===== config.mk =====
export PLATFORM = sky130hd
export DESIGN_NAME = ascon_aead_sequencer
export DESIGN_NICKNAME = d
export VERILOG_FILES = /design/src/rtl/ascon_seq_pkg.sv /design/src/rtl/ascon_mask_lfsr.sv /design/src/rtl/ascon_aead_sequencer.sv
export SDC_FILE = /design/constraint.sdc
export NUM_CORES = 1
export LEC_CHECK = 0
export CORE_AREA = 2 2 251 253
export CTS_BUF_LIST = sky130_fd_sc_hd__clkbuf_4 sky130_fd_sc_hd__clkbuf_8
export DETAILED_ROUTE_END_ITERATION = 8
export DIE_AREA = 0 0 253 255
export PLACE_DENSITY = 0.68
export SETUP_SLACK_MARGIN = 0.02
export SYNTH_ARGS = -nofsm -noshare
export SYNTH_HDL_FRONTEND = slang
export SYNTH_SLANG_ARGS = --single-unit

===== constraint.sdc =====
create_clock -name clk -period 3.9 [get_ports clk]
set_input_delay 0.78 -clock clk [delete_from_list [all_inputs] [get_ports clk]]
set_output_delay 0.78 -clock clk [all_outputs]
set_load 0.02 [all_outputs]

===== src/rtl/ascon_seq_pkg.sv =====
// Shared types and constants for the Ascon AEAD host sequencer.
// Optional feature macro: ASCON_SEQ_LFSR_EN (internal mask LFSR).
package ascon_seq_pkg;

    typedef enum logic [2:0] {
        S_IDLE,
        S_LOAD,
        S_START,
        S_WAIT,
        S_DELAY,
        S_READ,
        S_DONE
    } seq_state_e;

    function automatic int max2(input int a, input int b);
        return (a > b) ? a : b;
    endfunction

    // Bits needed to hold values 0 .. v-1.
    function automatic int clog2(input int v);
        int r;
        r = 0;
        for (int i = 0; i < 31; i++) begin
            if ((1 << i) < v) r = i + 1;
        end
        return r;
    endfunction

    // Bit-field offsets of the 22-bit mask word:
    // {r128[2:0], rpt[2:0], key[4:1], ad[4:1], pt[4:1], nonce[4:1]}
    localparam int MSK_NONCE = 0;
    localparam int MSK_PT    = 4;
    localparam int MSK_AD    = 8;
    localparam int MSK_KEY   = 12;
    localparam int MSK_RPT   = 16;
    localparam int MSK_R128  = 19;
    localparam int MSK_W     = 22;

    // Galois LFSR, x^32+x^22+x^2+x+1, right-shifting form.
    localparam logic [31:0] LFSR_SEED = 32'hACE1_2024;
    localparam logic [31:0] LFSR_TAPS = 32'h8020_0003;

endpackage


===== src/rtl/ascon_mask_lfsr.sv =====
// 32-bit Galois LFSR producing mask randomness for the sequencer.
// Only instantiated when ASCON_SEQ_LFSR_EN is defined.
module ascon_mask_lfsr
    import ascon_seq_pkg::*;
(
    input  logic        clk,
    input  logic        rst,
    input  logic        en_i,
    output logic [31:0] lfsr_o
);

    logic [31:0] lfsr_q, lfsr_d;

    // Step once per enabled cycle; hold otherwise.
    always_comb begin
        lfsr_d = lfsr_q;
        if (en_i) lfsr_d = {1'b0, lfsr_q[31:1]} ^ (lfsr_q[0] ? LFSR_TAPS : 32'h0);
    end

    // State register, reseeded on reset.
    always_ff @(posedge clk or negedge rst) begin
        if (!rst) lfsr_q <= LFSR_SEED;
        else      lfsr_q <= lfsr_d;
    end

    assign lfsr_o = lfsr_q;

endmodule


===== src/rtl/ascon_aead_sequencer.sv =====
// Host-side sequencer for the serial masked Ascon AEAD core: latches a
// parallel command, shifts operands in MSB first with mask bits, pulses
// the selected start line, waits for ready (with timeout), then shifts
// results back LSB first into parallel registers.
// Optional feature macro: ASCON_SEQ_LFSR_EN -- masks from internal LFSR
// instead of rndxSI.
module ascon_aead_sequencer
    import ascon_seq_pkg::*;
#(
    parameter int K            = 128,
    parameter int L            = 64,
    parameter int Y            = 64,
    parameter int START_CYCLES = 5,
    parameter int READ_DELAY   = 4,
    parameter int TIMEOUT      = 4095
) (
    input  logic           clk,
    input  logic           rst,
    input  logic           cmd_validxSI,
    output logic           cmd_readyxSO,
    input  logic           cmd_decxSI,
    input  logic [K-1:0]   keyxSI,
    input  logic [127:0]   noncexSI,
    input  logic [L-1:0]   adxSI,
    input  logic [Y-1:0]   dinxSI,
    input  logic [21:0]    rndxSI,
    output logic [4:0]     core_keyxSO,
    output logic [4:0]     core_noncexSO,
    output logic [4:0]     core_adxSO,
    output logic [4:0]     core_ptxSO,
    output logic [2:0]     core_r128xSO,
    output logic [2:0]     core_rptxSO,
    output logic           core_enc_startxSO,
    output logic           core_dec_startxSO,
    input  logic           core_enc_readyxSI,
    input  logic           core_dec_readyxSI,
    input  logic           core_ctxSI,
    input  logic           core_ptxSI,
    input  logic           core_tagxSI,
    input  logic           core_dtagxSI,
    input  logic           core_authxSI,
    output logic           res_validxSO,
    input  logic           res_readyxSI,
    output logic [Y-1:0]   doutxSO,
    output logic [127:0]   tagxSO,
    output logic           authxSO,
    output logic           timeoutxSO
);

    localparam int LOAD_LEN = max2(max2(K, L), max2(Y, 128));
    localparam int OUT_LEN  = max2(Y, 128);
    localparam int CW       = clog2(max2(max2(LOAD_LEN, OUT_LEN), TIMEOUT + 1));

    seq_state_e      state_q, state_d;
    logic [CW-1:0]   cnt_q, cnt_d;

    // Operands are held in shift registers; the MSB is the bit on the wire,
    // and zeros shifted in cover indices past a field's width.
    logic [K-1:0]    key_sr_q, key_sr_d;
    logic [127:0]    non_sr_q, non_sr_d;
    logic [L-1:0]    ad_sr_q,  ad_sr_d;
    logic [Y-1:0]    din_sr_q, din_sr_d;
    logic            dec_q,    dec_d;

    logic [Y-1:0]    dout_q,   dout_d;
    logic [127:0]    tag_q,    tag_d;
    logic            auth_q,   auth_d;
    logic            to_q,     to_d;

    logic            rdy_sel;
    logic            dout_bit;
    logic            tag_bit;
    logic            load_act;
    logic            mask_en;
    logic [MSK_W-1:0] msk;

    assign rdy_sel  = dec_q ? core_dec_readyxSI : core_enc_readyxSI;
    assign dout_bit = dec_q ? core_ptxSI   : core_ctxSI;
    assign tag_bit  = dec_q ? core_dtagxSI : core_tagxSI;

`ifdef ASCON_SEQ_LFSR_EN
    logic [31:0] lfsr;
    logic        unused_rnd;

    ascon_mask_lfsr u_lfsr (
        .clk    (clk),
        .rst    (rst),
        .en_i   (state_q != S_IDLE),
        .lfsr_o (lfsr)
    );

    assign msk        = lfsr[MSK_W-1:0];
    assign unused_rnd = ^rndxSI;
`else
    assign msk = rndxSI;
`endif

    // Next-state, counter and datapath updates for the command sequence.
    always_comb begin
        state_d  = state_q;
        cnt_d    = cnt_q;
        key_sr_d = key_sr_q;
        non_sr_d = non_sr_q;
        ad_sr_d  = ad_sr_q;
        din_sr_d = din_sr_q;
        dec_d    = dec_q;
        dout_d   = dout_q;
        tag_d    = tag_q;
        auth_d   = auth_q;
        to_d     = to_q;

        case (state_q)
            S_IDLE: begin
                if (cmd_validxSI) begin
                    key_sr_d = keyxSI;
                    non_sr_d = noncexSI;
                    ad_sr_d  = adxSI;
                    din_sr_d = dinxSI;
                    dec_d    = cmd_decxSI;
                    dout_d   = '0;
                    tag_d    = '0;
                    auth_d   = 1'b0;
                    to_d     = 1'b0;
                    cnt_d    = '0;
                    state_d  = S_LOAD;
                end
            end
            S_LOAD: begin
                key_sr_d = {key_sr_q[K-2:0], 1'b0};
                non_sr_d = {non_sr_q[126:0], 1'b0};
                ad_sr_d  = {ad_sr_q[L-2:0],  1'b0};
                din_sr_d = {din_sr_q[Y-2:0], 1'b0};
                if (int'(cnt_q) == LOAD_LEN - 1) begin
                    cnt_d   = '0;
                    state_d = S_START;
                end else begin
                    cnt_d = cnt_q + CW'(1);
                end
            end
            S_START: begin
                if (int'(cnt_q) == START_CYCLES - 1) begin
                    cnt_d   = '0;
                    state_d = S_WAIT;
                end else begin
                    cnt_d = cnt_q + CW'(1);
                end
            end
            S_WAIT: begin
                // Ready wins over a timeout expiring in the same cycle.
                if (rdy_sel) begin
                    cnt_d   = '0;
                    state_d = S_DELAY;
                end else if (int'(cnt_q) == TIMEOUT - 1) begin
                    to_d    = 1'b1;
                    dout_d  = '0;
                    tag_d   = '0;
                    auth_d  = 1'b0;
                    cnt_d   = '0;
                    state_d = S_DONE;
                end else begin
                    cnt_d = cnt_q + CW'(1);
                end
            end
            S_DELAY: begin
                if (int'(cnt_q) == READ_DELAY - 1) begin
                    cnt_d   = '0;
                    state_d = S_READ;
                end else begin
                    cnt_d = cnt_q + CW'(1);
                end
            end
            S_READ: begin
                // Shift in from the top so bit i lands at index i once full.
                if (int'(cnt_q) < Y)   dout_d = {dout_bit, dout_q[Y-1:1]};
                if (int'(cnt_q) < 128) tag_d  = {tag_bit, tag_q[127:1]};
                if (int'(cnt_q) == OUT_LEN - 1) begin
                    auth_d  = dec_q & core_authxSI;
                    cnt_d   = '0;
                    state_d = S_DONE;
                end else begin
                    cnt_d = cnt_q + CW'(1);
                end
            end
            S_DONE: begin
                if (res_readyxSI) begin
                    to_d    = 1'b0;
                    state_d = S_IDLE;
                end
            end
            default: begin
                cnt_d   = '0;
                state_d = S_IDLE;
            end
        endcase
    end

    // FSM state and shared cycle counter.
    always_ff @(posedge clk or negedge rst) begin
        if (!rst) begin
            state_q <= S_IDLE;
            cnt_q   <= '0;
        end else begin
            state_q <= state_d;
            cnt_q   <= cnt_d;
        end
    end

    // Operand shift registers and result registers.
    always_ff @(posedge clk or negedge rst) begin
        if (!rst) begin
            key_sr_q <= '0;
            non_sr_q <= '0;
            ad_sr_q  <= '0;
            din_sr_q <= '0;
            dec_q    <= 1'b0;
            dout_q   <= '0;
            tag_q    <= '0;
            auth_q   <= 1'b0;
            to_q     <= 1'b0;
        end else begin
            key_sr_q <= key_sr_d;
            non_sr_q <= non_sr_d;
            ad_sr_q  <= ad_sr_d;
            din_sr_q <= din_sr_d;
            dec_q    <= dec_d;
            dout_q   <= dout_d;
            tag_q    <= tag_d;
            auth_q   <= auth_d;
            to_q     <= to_d;
        end
    end

    // Core-side outputs decode straight from state so reset drops them at once.
    assign load_act = (state_q == S_LOAD);
    assign mask_en  = (state_q == S_LOAD)  || (state_q == S_START) ||
                      (state_q == S_WAIT)  || (state_q == S_DELAY) ||
                      (state_q == S_READ);

    assign core_keyxSO   = {mask_en ? msk[MSK_KEY   +: 4] : 4'b0, load_act & key_sr_q[K-1]};
    assign core_noncexSO = {mask_en ? msk[MSK_NONCE +: 4] : 4'b0, load_act & non_sr_q[127]};
    assign core_adxSO    = {mask_en ? msk[MSK_AD    +: 4] : 4'b0, load_act & ad_sr_q[L-1]};
    assign core_ptxSO    = {mask_en ? msk[MSK_PT    +: 4] : 4'b0, load_act & din_sr_q[Y-1]};
    assign core_r128xSO  = mask_en ? msk[MSK_R128 +: 3] : 3'b0;
    assign core_rptxSO   = mask_en ? msk[MSK_RPT  +: 3] : 3'b0;

    assign core_enc_startxSO = (state_q == S_START) & ~dec_q;
    assign core_dec_startxSO = (state_q == S_START) &  dec_q;

    assign cmd_readyxSO = (state_q == S_IDLE);
    assign res_validxSO = (state_q == S_DONE);
    assign doutxSO      = dout_q;
    assign tagxSO       = tag_q;
    assign authxSO      = auth_q;
    assign timeoutxSO   = to_q;

endmodule

==> flow_summary.ini <==
[power]
power_density_nw_per_um2 = 379
p_total_uw = 12900
ir_drop_uv = 385
power.leakage_uw = 0.0156

[global_routing]
antenna_found_initial = 19
grt_overflow_total = 0
grt_pass1_vias = 20200
grt_pass1_wl_um = 113000
grt_max_degree = 210
grtUsageTotal = 0.222

[floorplan]
io_pins = 642
core_sq_um = 62200
start_util = 0.395
rows = 92
die_height_um = 255
die_x_um = 253
die_area_sq_um = 64500

[drt]
vias_per_cell = 5.07
detail_route.drc_violations = 0
finalWirelength_um = 73900
vias = 21200
firstDrtPassIters = 7
wl_per_cell_um = 17.7
drt_iter0_drc = 1398
postRouteAntennaNets = 0

[timing]
finalHoldViolCount = 0
fmax_mhz = 279
min_period_ns = 3.58
setup_tns_ns = 0
fin_crit_sh = 0.917
fin_worst_skew_ns = 0.0519
slew-limit-headroom = 0.216
setup_violations = 0
slew_violations = 0
rsz0062_at_grt = no
tightest_slew_ns = 1.18

[cells_and_area]
drive_above_1_share = 0.0756
nNetsFinal = 3714
multi_input_area_sq_um = 8820
n_fill_cell = 5544
area_growth_pct = 38.6
seqCellArea_sq_um = 14900
stdcell_count = 4184

[clock_tree]
htreeDepth = 3
postCtsSetupBuffers = 0
clk_latency_ns = 0.70
cts.hold.buffers_added = 0
path_clk_slew_ns = 0.06
cts_tree = yes
cts_num_sinks = 594
clock_path_buffers = 3
root_buffer = clkbuf_8
cts-resized-gates = 0
cts_buffers = 103

[placed_design]
hpwl_um = 50400
gp_congestion = 0.804
place_inst = 3987
io_buffers = 641

[worst_setup_path]
critPathCaptureType = output port
crit_type = reg2out
cp-start-kind = register
worstPathCellList = nor3_1 -> buf_4 -> a21oi_1 -> buf_4 -> and2_1 -> clkdlybuf4s50_1
worstPathMaxFanout = 23
crit_path_max_incr_delay_ns = 0.66
reg2reg_from = dec_q$_DFFE_PN0P_
reg2reg_slack_ns = 1.10
r2r_end = tagxSO[6]$_DFFE_PN0P_
slowest_stage = dfrtp_1
cp_data_arrival_time_ns = 2.80
crit_top_cell = buf_4
cp.required_ns = 3.12
reg2reg_depth = 6

[synthesis]
synthDistinctLibCells = 52
ys_warn_count = 0
ys_seq_area_frac = 0.605
synth.avg_cell_area_sq_um = 9.09
yosys_register_bits = 594
synth_flop_cell = dfrtp_1
postSynthCellCount = 2701
synth_edf_count = 0
async_reset_ff_frac = 1.00
netlist_area_sq_um = 24600
synth_fp_nets = 3122

[job]
max-cap-violations = 0

[hold_path]
hold_path_class = in2async

[status]
status = completed
-- worst max-delay path: cells and delay by family (launching register included) --
kind                   cells  cell delay [ns]
buffers and inverters      3             1.06
DFF                        1             0.66
and+or+nand+nor            2             0.30
AOI/OAI and AO/OA          1             0.11
-- where the power goes --
part	leakage, uW	internal [uW]	switching, uW	total [uW]
clock	0.00120	3460	2630	6100
combinational	0.00620	422	214	636
sequential	0.00819	6170	0	6170
total	0.0156	10100	2850	12900
-- how the worst max path moves through the flow --
| stage | startpoint | to | depth (start not counted) |
|---|---|---|---|
| after floorplan | state_q[1]$_DFFE_PN0P_ | core_adxSO[1] | 4 |
| after global placement | cmd_validxSI | tagxSO[7]$_DFFE_PN0P_ | 7 |
| after detailed placement | cmd_validxSI | tagxSO[6]$_DFFE_PN0P_ | 7 |
| after CTS | state_q[1]$_DFFE_PN0P_ | core_adxSO[2] | 6 |
| after global routing | state_q[1]$_DFFE_PN0P_ | core_adxSO[2] | 6 |
| final | state_q[1]$_DFFE_PN0P_ | core_adxSO[2] | 6 |
-- cells in the final DEF (no fill, tap or decap), drive strengths merged, types with 6 or more instances in the layout --
master	Yosys	final
a31oi	12	12
and2	24	24
buf	94	51
clkbuf	110	155
clkdlybuf4s50	0	640
clkinv	0	23
dfrtp	594	594
diode	0	13
nand2	445	445
nand3	8	8
nor2	761	761
o211ai	6	6
o21ai	204	204
o22ai	371	371
-- cell type report --
type / instances / share of cell area
Sequential cell: 594 / 0.437
Multi-Input combinational cell: 1899 / 0.259
Timing Repair Buffer: 691 / 0.207
Clock buffer: 155 / 0.0585
Tap cell: 799 / 0.0294
Clock inverter: 29 / 0.00747
Antenna cell: 13 / 0.000956
Inverter: 4 / 0.000441
-- registers in the layout (all words and copies together), names as in the netlist --
register    cells
state_q         3
key_sr_q      128
timeoutxSO      1
cnt_q          12
ad_sr_q        64
dec_q           1
non_sr_q      128
tagxSO        128
authxSO         1
din_sr_q       64
doutxSO        64
-- stage by stage --
| stage | setup slack (ns) | hold slack, ns | cell area (sq um) | utilization |
|---|---|---|---|---|
| floorplan | 1.42 | 0.458 | 24600 | - |
| finish | 0.322 | 0.0605 | 34000 | 0.547 |
| detailed placement | 0.381 | 0.484 | 31700 | 0.511 |
| CTS | 0.269 | 0.0175 | 34000 | 0.547 |
| global placement | 0.451 | 0.473 | 31700 | 0.511 |
| global route | 0.149 | 0.0455 | 34000 | 0.547 |
-- synth_stat cells (3+ instances only) --
master / n / area (sq um)
nand2b_1: 4 / 25.0
and2_1: 24 / 150
mux2i_1: 3 / 30.0
ha_1: 3 / 37.5
o21ai_1: 59 / 295
and3_1: 4 / 25.0
dfrtp_1: 594 / 14900
nor3_1: 5 / 25.0
nor2b_1: 4 / 25.0
buf_6: 11 / 124
nor2_1: 761 / 2860
nand2_1: 445 / 1670
nand3_1: 8 / 40.0
buf_1: 35 / 131
nand4_1: 3 / 18.8
clkbuf_1: 110 / 413
inv_1: 4 / 15.0
or3_1: 3 / 18.8
o21ai_0: 144 / 721
a31oi_1: 12 / 75.1
o211ai_1: 6 / 45.0
buf_2: 47 / 235
o22ai_1: 371 / 2320
a21oi_1: 5 / 25.0
-- cells by family after synthesis --
group                      share of synthesized area
and+or+nand+nor                                0.205
AOI/OAI and AO/OA                              0.149
DFF                                            0.605
buffers and inverters                         0.0377
muxes                                        0.00183
adders and majority gates                    0.00153
-- layer usage --
metal,part of all wire,up-vias,track usage
met5,0.0019,-,0
met4,0.028,20,0.0830
met2,0.47,595,0.353
met3,0.072,135,0.0648
met1,0.43,10100,0.290
li1,-,10400,-
Power figures use the tool's default switching activity.
